[config.mk]
export PLATFORM = sky130hd
export DESIGN_NAME = branch_pred_table
export DESIGN_NICKNAME = d
export VERILOG_FILES = /design/src/rtl/bp_pkg.sv /design/src/rtl/bp_sat_counter.sv /design/src/rtl/branch_pred_table.sv
export SDC_FILE = /design/constraint.sdc
export NUM_CORES = 1
export LEC_CHECK = 0
export ABC_AREA = 0
export CORE_MARGIN = 2
export CORE_UTILIZATION = 45
export CTS_CLUSTER_SIZE = 14
export DETAILED_ROUTE_END_ITERATION = 8
export GPL_ROUTABILITY_DRIVEN = 0
export PLACE_DENSITY = 0.74
export SYNTH_ARGS = -nofsm -noshare
export SYNTH_HDL_FRONTEND = slang
export SYNTH_SLANG_ARGS = --single-unit
[constraint.sdc]
create_clock -name clk -period 3.37 [get_ports clk]
set_input_delay 0.8425 -clock clk [delete_from_list [all_inputs] [get_ports clk]]
set_output_delay 0.8425 -clock clk [all_outputs]
set_load 0.05 [all_outputs]
[src/rtl/bp_pkg.sv]
// Shared types, constants and the saturating-step helper for the branch predictor.
package bp_pkg;

  // Encoding of branch_occr. Bit 1 set means "use the table"; both values
  // with bit 1 set behave identically.
  typedef enum logic [1:0] {
    OCCR_NT     = 2'b00,
    OCCR_T      = 2'b01,
    OCCR_PRED   = 2'b10,
    OCCR_PRED_X = 2'b11
  } occr_e;

  localparam int unsigned MISPRED_CNT_W = 32;

  // One saturating step of a counter of 'width' bits (1..4), carried in a
  // 4-bit container so callers of any width can share it.
  function automatic logic [3:0] ctr_next(input logic [3:0] ctr,
                                          input logic       taken,
                                          input int unsigned width = 4);
    logic [3:0] ctr_max;
    ctr_max = 4'((5'd1 << width) - 5'd1);
    if (taken) begin
      return (ctr >= ctr_max) ? ctr : ctr + 4'd1;
    end
    return (ctr == 4'd0) ? ctr : ctr - 4'd1;
  endfunction

endpackage

[src/rtl/bp_sat_counter.sv]
// One saturating direction counter of the prediction table.
module bp_sat_counter
  import bp_pkg::*;
#(
  parameter int unsigned CTR_W = 2
) (
  input  logic             clk,
  input  logic             rstn_h,
  input  logic             en,
  input  logic             taken,
  output logic [CTR_W-1:0] state
);

  // Weakly not-taken: one below the taken threshold (0 for a 1-bit counter).
  localparam logic [CTR_W-1:0] CTR_RST = CTR_W'((1 << (CTR_W - 1)) - 1);

  // Step toward the resolved direction when this entry is selected.
  always_ff @(posedge clk or negedge rstn_h) begin
    if (!rstn_h) begin
      state <= CTR_RST;
    end else if (en) begin
      state <= CTR_W'(ctr_next(4'(state), taken, CTR_W));
    end
  end

endmodule

[src/rtl/branch_pred_table.sv]
// Bimodal / gshare branch predictor: counter table, index hash, global
// history, combinational read mux and a saturating mispredict counter.
module branch_pred_table
  import bp_pkg::*;
#(
  parameter int unsigned ENTRIES = 64,
  parameter int unsigned CTR_W   = 2,
  parameter int unsigned HIST_W  = 0,
  parameter int unsigned PC_W    = 32,
  localparam int unsigned IDX_W  = $clog2(ENTRIES)
) (
  input  logic                     clk,
  input  logic                     rstn_h,
  input  logic [PC_W-1:0]          lookup_pc,
  input  logic [1:0]               branch_occr,
  output logic                     branch_taken,
  output logic [IDX_W-1:0]         pred_idx,
  input  logic                     upd_valid,
  input  logic [IDX_W-1:0]         upd_idx,
  input  logic                     upd_taken,
  input  logic                     upd_mispred,
  output logic [MISPRED_CNT_W-1:0] mispred_cnt
);

  logic [IDX_W-1:0]         hist_ext;
  logic [CTR_W-1:0]         ctr_state [ENTRIES];
  logic [MISPRED_CNT_W-1:0] mispred_q;
  logic                     unused_pc;

  // Only the word-aligned index slice of the PC participates in the hash.
  assign unused_pc = ^{lookup_pc[PC_W-1:IDX_W+2], lookup_pc[1:0]};

  generate
    if (HIST_W > 0) begin : g_ghr
      logic [HIST_W-1:0] ghr;

      // History shifts in resolved directions only (non-speculative).
      always_ff @(posedge clk or negedge rstn_h) begin
        if (!rstn_h) begin
          ghr <= '0;
        end else if (upd_valid) begin
          if (HIST_W == 1) begin
            ghr <= HIST_W'(upd_taken);
          end else begin
            ghr <= HIST_W'({ghr, upd_taken});
          end
        end
      end

      assign hist_ext = IDX_W'(ghr);
    end else begin : g_no_ghr
      assign hist_ext = '0;
    end
  endgenerate

  assign pred_idx = lookup_pc[IDX_W+1:2] ^ hist_ext;

  generate
    for (genvar i = 0; i < int'(ENTRIES); i++) begin : g_ctr
      bp_sat_counter #(
        .CTR_W (CTR_W)
      ) u_ctr (
        .clk    (clk),
        .rstn_h (rstn_h),
        .en     (upd_valid && (upd_idx == IDX_W'(i))),
        .taken  (upd_taken),
        .state  (ctr_state[i])
      );
    end
  endgenerate

  // Read mux: table MSB in predict mode, otherwise the forced direction.
  always_comb begin
    branch_taken = branch_occr[0];
    if (branch_occr[1]) begin
      branch_taken = ctr_state[pred_idx][CTR_W-1];
    end
  end

  // Mispredict counter for performance monitoring, sticks at all-ones.
  always_ff @(posedge clk or negedge rstn_h) begin
    if (!rstn_h) begin
      mispred_q <= '0;
    end else if (upd_valid && upd_mispred && (mispred_q != '1)) begin
      mispred_q <= mispred_q + 1'b1;
    end
  end

  assign mispred_cnt = mispred_q;

endmodule

# After elaboration in Yosys (flattened, before gate mapping)
# Index checks and enable logic that the tools add are counted.
# totals
regBits	160
inputBits	45
out_inout_bits	39
wordCells	972
# op_classes
n_addsub	129
magnitude_cmp	65
n_eq_ne	192
muxes	325
bitwise_logic	1
n_reduce_logical	195
# ops
op	count
$mux 2	258
$eq 6x6->1 const B	32
$ne 3x3->1 const B	64
$reduce_and 3->1	64
$add 2x1->2 const B	64
$ge 2x2->1 const B	64
$logic_not 2->1	64
$ne 2x1->1 const B	64
$sub 2x1->2 const B	64
$eq 6x5->1 const B	16
$logic_and 1x1->1	66
$mux 1	66
$eq 6x4->1 const B	8
$add 32x1->32 const B	1
$ne 32x32->1 const B	1
$eq 6x3->1 const B	4
$bmux 2 s6	1
$eq 6x2->1 const B	2
$ge 7x7->1 const B	1
$not 6->7	1
$eq 6x1->1 const B	1
$logic_not 6->1	1

# Logic depth before layout (Yosys ltp)
# depth
ltp_word	5
ltp_mapped	8
ltp_nobuf	7

# Modules after synthesis
# Synthesis repeated with hierarchy kept, for this count alone.
# hier_totals
cells_unflattened	883
hier_area_um2	8833.5
# by_module_without_submodules
mod	n_inst	cells_each	area_each_um2
bp_sat_counter	64	9	97.6
branch_pred_table	1	307	2587.5

# Worst setup path before layout
# Ideal clock, no wire load.
# synth_timing
path_type	input -> output
startpoint	in lookup_pc[4]
endpoint	out branch_taken
arrival_time_ns	3.076
setup_slack_ns	-0.549
stages	8
path_cell_list	buf_2 -> buf_2 -> mux4_2 -> nand3_1 -> o211ai_1 -> o22ai_1 -> and3_1 -> nor3_1
# synth_between
elab_chain_len	5
# synth_lines
item	line	rtl
start: declaration	branch_pred_table.sv:14	input logic [PC_W-1:0] lookup_pc,
$not 6->7 (not written as such)	branch_pred_table.sv:76	branch_taken = ctr_state[pred_idx][CTR_W-1];
$bmux 2 s6	branch_pred_table.sv:76	
$mux 2 (not written as such) (2 in a row)	branch_pred_table.sv:76	
$mux 1	branch_pred_table.sv:75	if (branch_occr[1]) begin
end: declaration	branch_pred_table.sv:16	output logic branch_taken,
# Every way passes these cells. The select of a mux whose other input is x is not followed.

# Worst setup path in the final report
# Same ends and word-level chain as after synthesis.

==> impl_metrics.json <==
{
  "status": "completed",
  "p_switching_mw": 1.39,
  "placedCellCount": 1300,
  "clkPwrFrac": 0.412,
  "cp.arrival_ps": 2500,
  "synth_cell_types": 41,
  "grt_pass1_vias": 6966,
  "final_hold_viol_count": 0,
  "syn_area_mm2": 0.00875,
  "async_reset_ff_frac": 1.00,
  "vias": 7880,
  "drive_gt1_frac": 0.167,
  "diodes": 0,
  "fin_cells": 1340,
  "n_fill_cell": 1668,
  "wl_per_cell_um": 16.7,
  "drt-total-wl_mm": 22.3,
  "end_kind": "primary output",
  "swShare": 0.283,
  "clockRootBuffer": "clkbuf_16",
  "finalNetCount": 1113,
  "grt_usage": 0.225,
  "grt_pass1_wl_mm": 36.1,
  "ys_seq_area_frac": 0.467,
  "finalMaxSlewViolations": 0,
  "die_height_um": 143,
  "clkLatencyLatePin_ps": 440,
  "layout_setup_ws_ps": 28.7,
  "ir_worst_vdd_mv": 0.334,
  "syn_inst": 993,
  "numCtsBuffers": 17,
  "relSlewSlack": 0.580,
  "fin_crit_ps": 3340,
  "synth_nets": 1039,
  "drt_iter0_markers": 564,
  "p_int_mw": 3.54,
  "synth_edf_count": 0,
  "maxCapViolCount": 0,
  "worstMarginPinSlew_ps": 629,
  "clockBufferDepth": 2,
  "fin_crit_sh": 0.991,
  "crit_fanout": 8,
  "p_seq_frac": 0.457,
  "cts.htree.levels": 4,
  "skew_ps": 7.34,
  "combPwrFrac": 0.131,
  "antenna_left": 0,
  "cts.sinks": 160,
  "cts.clk_slew.worst_paths_ps": 70,
  "die_w_um": 143,
  "rrSetupSlack_ps": 1180,
  "area.growth.synth_to_final_pct": 20.8,
  "cts-hold-fix-buffers": 0,
  "grt.overflow.total": 0,
  "initial_utilization": 0.463,
  "leakage_nw": 3.76,
  "worstSetupPathType": "input pin to primary output",
  "hpwl_mm": 14.9,
  "worstSetupStartpointType": "input pin",
  "hold_path.class": "input pin to async pin",
  "critPathRequiredTime_ps": 2530,
  "ys_seq_elements": 160,
  "core_area_mm2": 0.0189,
  "cts_tree": "built",
  "rows": 50,
  "syn_avg_cell_area_um2": 8.81,
  "dieArea_mm2": 0.0206,
  "drtPass1Iterations": 5,
  "grt_max_degree": 120,
  "yosysWarnings": 0,
  "clock.fmax_ghz": 0.299,
  "io_buffers": 57,
  "via_per_inst": 5.88,
  "drc": 0,
  "pre_cts_slack_ps": -488,
  "ios": 84,
  "finalSetupViolCount": 0,
  "p_per_area_mw_per_mm2": 466,
  "ys.flop_type": "dfrtp_1",
  "antenna_found_initial": 0
}
[metal layers]
layer | part of all wire | GRT usage
met1 | 0.45 | 0.312
met2 | 0.48 | 0.352
met3 | 0.046 | 0.0390
met4 | 0.024 | 0.0867
met5 | 0 | 0
[state kept, by name, indices dropped and copies added (netlist names)]
name,count
g_ctr.u_ctr.state,128
mispred_cnt,32
[path summary, 6_finish.rpt]
| path | start | end | cells past startpoint |
|---|---|---|---|
| max in group asynchronous | rstn_h | g_ctr[7].u_ctr.state[0] | 2 |
| min in group clk | g_ctr[22].u_ctr.state[0] | g_ctr[22].u_ctr.state[0] | 2 |
| worst max-delay path | lookup_pc[4] | branch_taken | 9 |
| worst min register to register | g_ctr[22].u_ctr.state[0] | g_ctr[22].u_ctr.state[0] | 2 |
| worst min-delay path | rstn_h | mispred_cnt[12] | 1 |
| worst max register to register | mispred_cnt[0] | mispred_cnt[5] | 7 |
[logic make-up (layout without fill, tap and decap cells)]
family | count (synthesis) | count (layout) | share of synthesized area
compound gates | 370 | 370 | 0.231
simple gates | 360 | 360 | 0.201
flops | 160 | 160 | 0.467
buf+inv | 47 | 134 | 0.0232
xor+xnor | 31 | 31 | 0.0310
mux | 24 | 24 | 0.0462
fa+ha+maj | 1 | 1 | 0.00143
[power by group through the flow]
| stage | clock network (mW) | registers, mW | logic (mW) |
|---|---|---|---|
| detailed placement | 0 | 2.28 | 0.633 |
| finish | 2.03 | 2.25 | 0.646 |
| global route | 2.15 | 2.27 | 0.701 |
| floorplan | 0 | 2.37 | 0.260 |
| CTS | 2.06 | 2.25 | 0.649 |
| global placement | 0 | 2.27 | 0.617 |
[stage by stage]
step	utilization	power [mW]	TNS [ps]	cell area, µm²	hold slack [ps]
after floorplan	-	2.63	0	8760	478
after global placement	0.520	2.89	-465	9820	474
after detailed placement	0.520	2.91	-488	9820	487
after CTS	0.558	4.96	0	10500	416
after global routing	0.559	5.13	-20.0	10600	445
final	0.559	4.93	0	10600	396
[worst max-delay path, stage by stage]
cell and delay [ps]:
buf_2 100, buf_12 120, mux4_2 520, mux2i_2 200, o211ai_1 120, o22ai_1 160, and3_4 210, nor3_4 50
buf_6 160
[what timing repair did]
action / CTS / global route
cloned: 1 / 0
gates resized for setup: 22 / 6
pin swaps: 5 / 2
endpoints found under the hold margin: 0 / 0
setup buffers: 8 / 0
endpoints found under the setup margin: 1 / 1
[synthesized netlist by cell type, types with 2 or more instances]
| master | n | area, µm² |
|---|---|---|
| nor3_1 | 9 | 45.0 |
| nand2b_1 | 5 | 31.3 |
| nor2_1 | 120 | 450 |
| or2_2 | 5 | 31.3 |
| inv_1 | 4 | 15.0 |
| and4_1 | 6 | 52.6 |
| dfstp_2 | 64 | 1680 |
| nand4_1 | 12 | 75.1 |
| nand3b_1 | 26 | 195 |
| and2_1 | 4 | 25.0 |
| a21oi_1 | 112 | 561 |
| buf_2 | 3 | 15.0 |
| nor2b_1 | 7 | 43.8 |
| mux2i_1 | 10 | 100 |
| nand2_1 | 100 | 375 |
| mux4_2 | 13 | 293 |
| a211oi_1 | 14 | 105 |
| buf_4 | 6 | 45.0 |
| clkbuf_1 | 34 | 128 |
| nor4b_1 | 2 | 17.5 |
| nor3b_1 | 18 | 135 |
| o211ai_1 | 6 | 45.0 |
| nand3_1 | 28 | 140 |
| xor2_1 | 13 | 114 |
| nor4_1 | 7 | 43.8 |
| and3_1 | 6 | 37.5 |
| xnor2_1 | 18 | 158 |
| o21ai_0 | 181 | 906 |
| a31oi_1 | 23 | 144 |
| o31ai_1 | 31 | 233 |
| dfrtp_1 | 96 | 2400 |
[area by class of cell]
| cell class | instances | area, µm² | share of cell area |
|---|---|---|---|
| Timing Repair Buffer | 98 | 1010 | 0.0959 |
| Sequential cell | 160 | 4080 | 0.386 |
| Clock buffer | 18 | 439 | 0.0416 |
| Multi-Input combinational cell | 786 | 4510 | 0.427 |
| Clock inverter | 14 | 179 | 0.0169 |
| Inverter | 4 | 15.0 | 0.00142 |
| Tap cell | 260 | 325 | 0.0308 |
[layout by cell type (no fill, tap or decap), types with 5 or more instances in the layout]
cell	n
and4_1	6
a31oi_1	23
o21ai_0	177
nand3b_1	26
or2_2	5
nand4_1	12
nand2_1	100
nor3b_1	17
o31ai_1	31
nor4_1	6
buf_12	10
clkbuf_16	17
dfstp_2	64
a21oi_1	112
clkinvlp_4	5
nor2_1	120
a211oi_1	14
buf_4	35
mux2i_1	9
nor3_1	8
dfrtp_1	96
nor2b_1	6
nand3_1	28
clkdlybuf4s50_1	45
xnor2_1	18
and3_1	5
mux4_2	13
o211ai_1	6
xor2_1	13
No activity file was read; power rests on OpenSTA's default activity.
==> RTL edit (same settings) <==
Set the parameter `ENTRIES` to 128 (it was 64).
--- a/src/rtl/branch_pred_table.sv
+++ b/src/rtl/branch_pred_table.sv
@@ -3,7 +3,7 @@
 module branch_pred_table
   import bp_pkg::*;
 #(
-  parameter int unsigned ENTRIES = 64,
+  parameter int unsigned ENTRIES = 128,
   parameter int unsigned CTR_W   = 2,
   parameter int unsigned HIST_W  = 0,
   parameter int unsigned PC_W    = 32,
Ports: changed (resized pred_idx and upd_idx); port bits go from 84 to 86. The function was not compared with the original's and may differ.
==> RTL edit against the original RTL <==
  * Cell area increased by 78%
  * Combinational power increased by 22%
  * Critical path depth unchanged
  * Non-clock buffer count increased by 41
  * The flow now finishes with violations (setup timing)
  * Wire length increased by 100%
  * Total power increased by 68%
  * Area after synthesis increased by 82%
  * Setup slack got worse by 160 ps
  * Highest routed layer unchanged
  * Sequential cell count increased by 128
==> RTL edit: results (changes against the original RTL) <==
** Outcome
- Status :: complete, but fails checks (was finished, final reports clean)
- The final reports fail on setup timing.

** Clock tree
- Number of CTS-inserted buffers :: 34 (was 17)
- The maximum clock path buffer count came to 3 (was 2).
- The total setup buffers inserted after CTS was 4 (was 8).

** Power
- The share of total power consumed by net switching was 0.256 (was 0.283).
- LEAKAGE :: 6.76 nW (was 3.76 nW)
- Sequential-cell power consumption :: 3.71 mW (was 2.25 mW)
- Power density cells :: 441 mW/mm2 (was 466 mW/mm2)

** Cells and area
- Number of nets in the layout :: 1970 (was 1113)
- Max FFs per register :: 256 (was 128)
- Share of post-route cells with drive strength above 1 :: 0.166 (was 0.167)

** Global routing
- Overall track demand over capacity in global routing :: 0.246 (was 0.225)
- The maximum number of pins on one net before global-route repair is 82 (was 120).

** STA
- The worst setup margin was -132 ps (was 28.7 ps).
- Setup-violating endpoint count in the final report :: 1 (was 0)

** Synthesis
- Synth top area cells :: sky130_fd_sc_hd__dfrtp_1, sky130_fd_sc_hd__dfstp_2, sky130_fd_sc_hd__o21ai_0, sky130_fd_sc_hd__a21oi_1, sky130_fd_sc_hd__nand2_1 (was sky130_fd_sc_hd__dfrtp_1, sky130_fd_sc_hd__dfstp_2, sky130_fd_sc_hd__o21ai_0, sky130_fd_sc_hd__a21oi_1, sky130_fd_sc_hd__nor2_1)

** Worst setup path
- Critical path launch point :: lookup_pc[3] (was lookup_pc[4])
- The reg-to-reg setup timing slack is 1100 ps (was 1180 ps).
- Critical Path AT :: 2660 ps (was 2500 ps)

** Placement
- The final HPWL from detailed placement is 31500 um (was 14900 um).
- IO buf count :: 60 (was 57)
- Worst-case setup slack after placement :: -763 ps (was -488 ps)

** Detailed routing
- The sum of routed wire length over all layers is 45600 um (was 22300 um).
- DR WL met2 :: 21700 um (was 10700 um)
[RTL edit: cell types whose count changed after synthesis, sizes merged, moves of 13 or more]
cell	delta
mux2i	+24
nand2	+116
dfrtp	+64
a31oi	+51
clkbuf	+34
o21ai	+150
a21oi	+109
buf	+13
dfstp	+64
nand3b	+18
o211ai	+22
nor3b	+30
nor2	+84
[RTL edit: cell families (layout without fill, tap and decap cells)]
logic type / Yosys count / count (layout) / share of synthesized area
AOI/OAI and AO/OA: 742 / 742 / 0.260
buffers and inverters: 105 / 216 / 0.0283
xor gates and xnor gates: 31 / 31 / 0.0171
muxes: 53 / 53 / 0.0455
and+or+nand+nor: 618 / 618 / 0.185
adders and majority gates: 1 / 1 / 0.000788
DFF: 288 / 288 / 0.464
[RTL edit: cell type report]
class                      count  area, um2  share of cell area
clock buffer                  50        961              0.0512
clock inverter                12        181             0.00966
inverter                      15       61.3             0.00326
multi-input combinational   1445       8200               0.437
sequential                   288       7370               0.392
tap                          455        569              0.0303
timing repair buffer         139       1440              0.0767
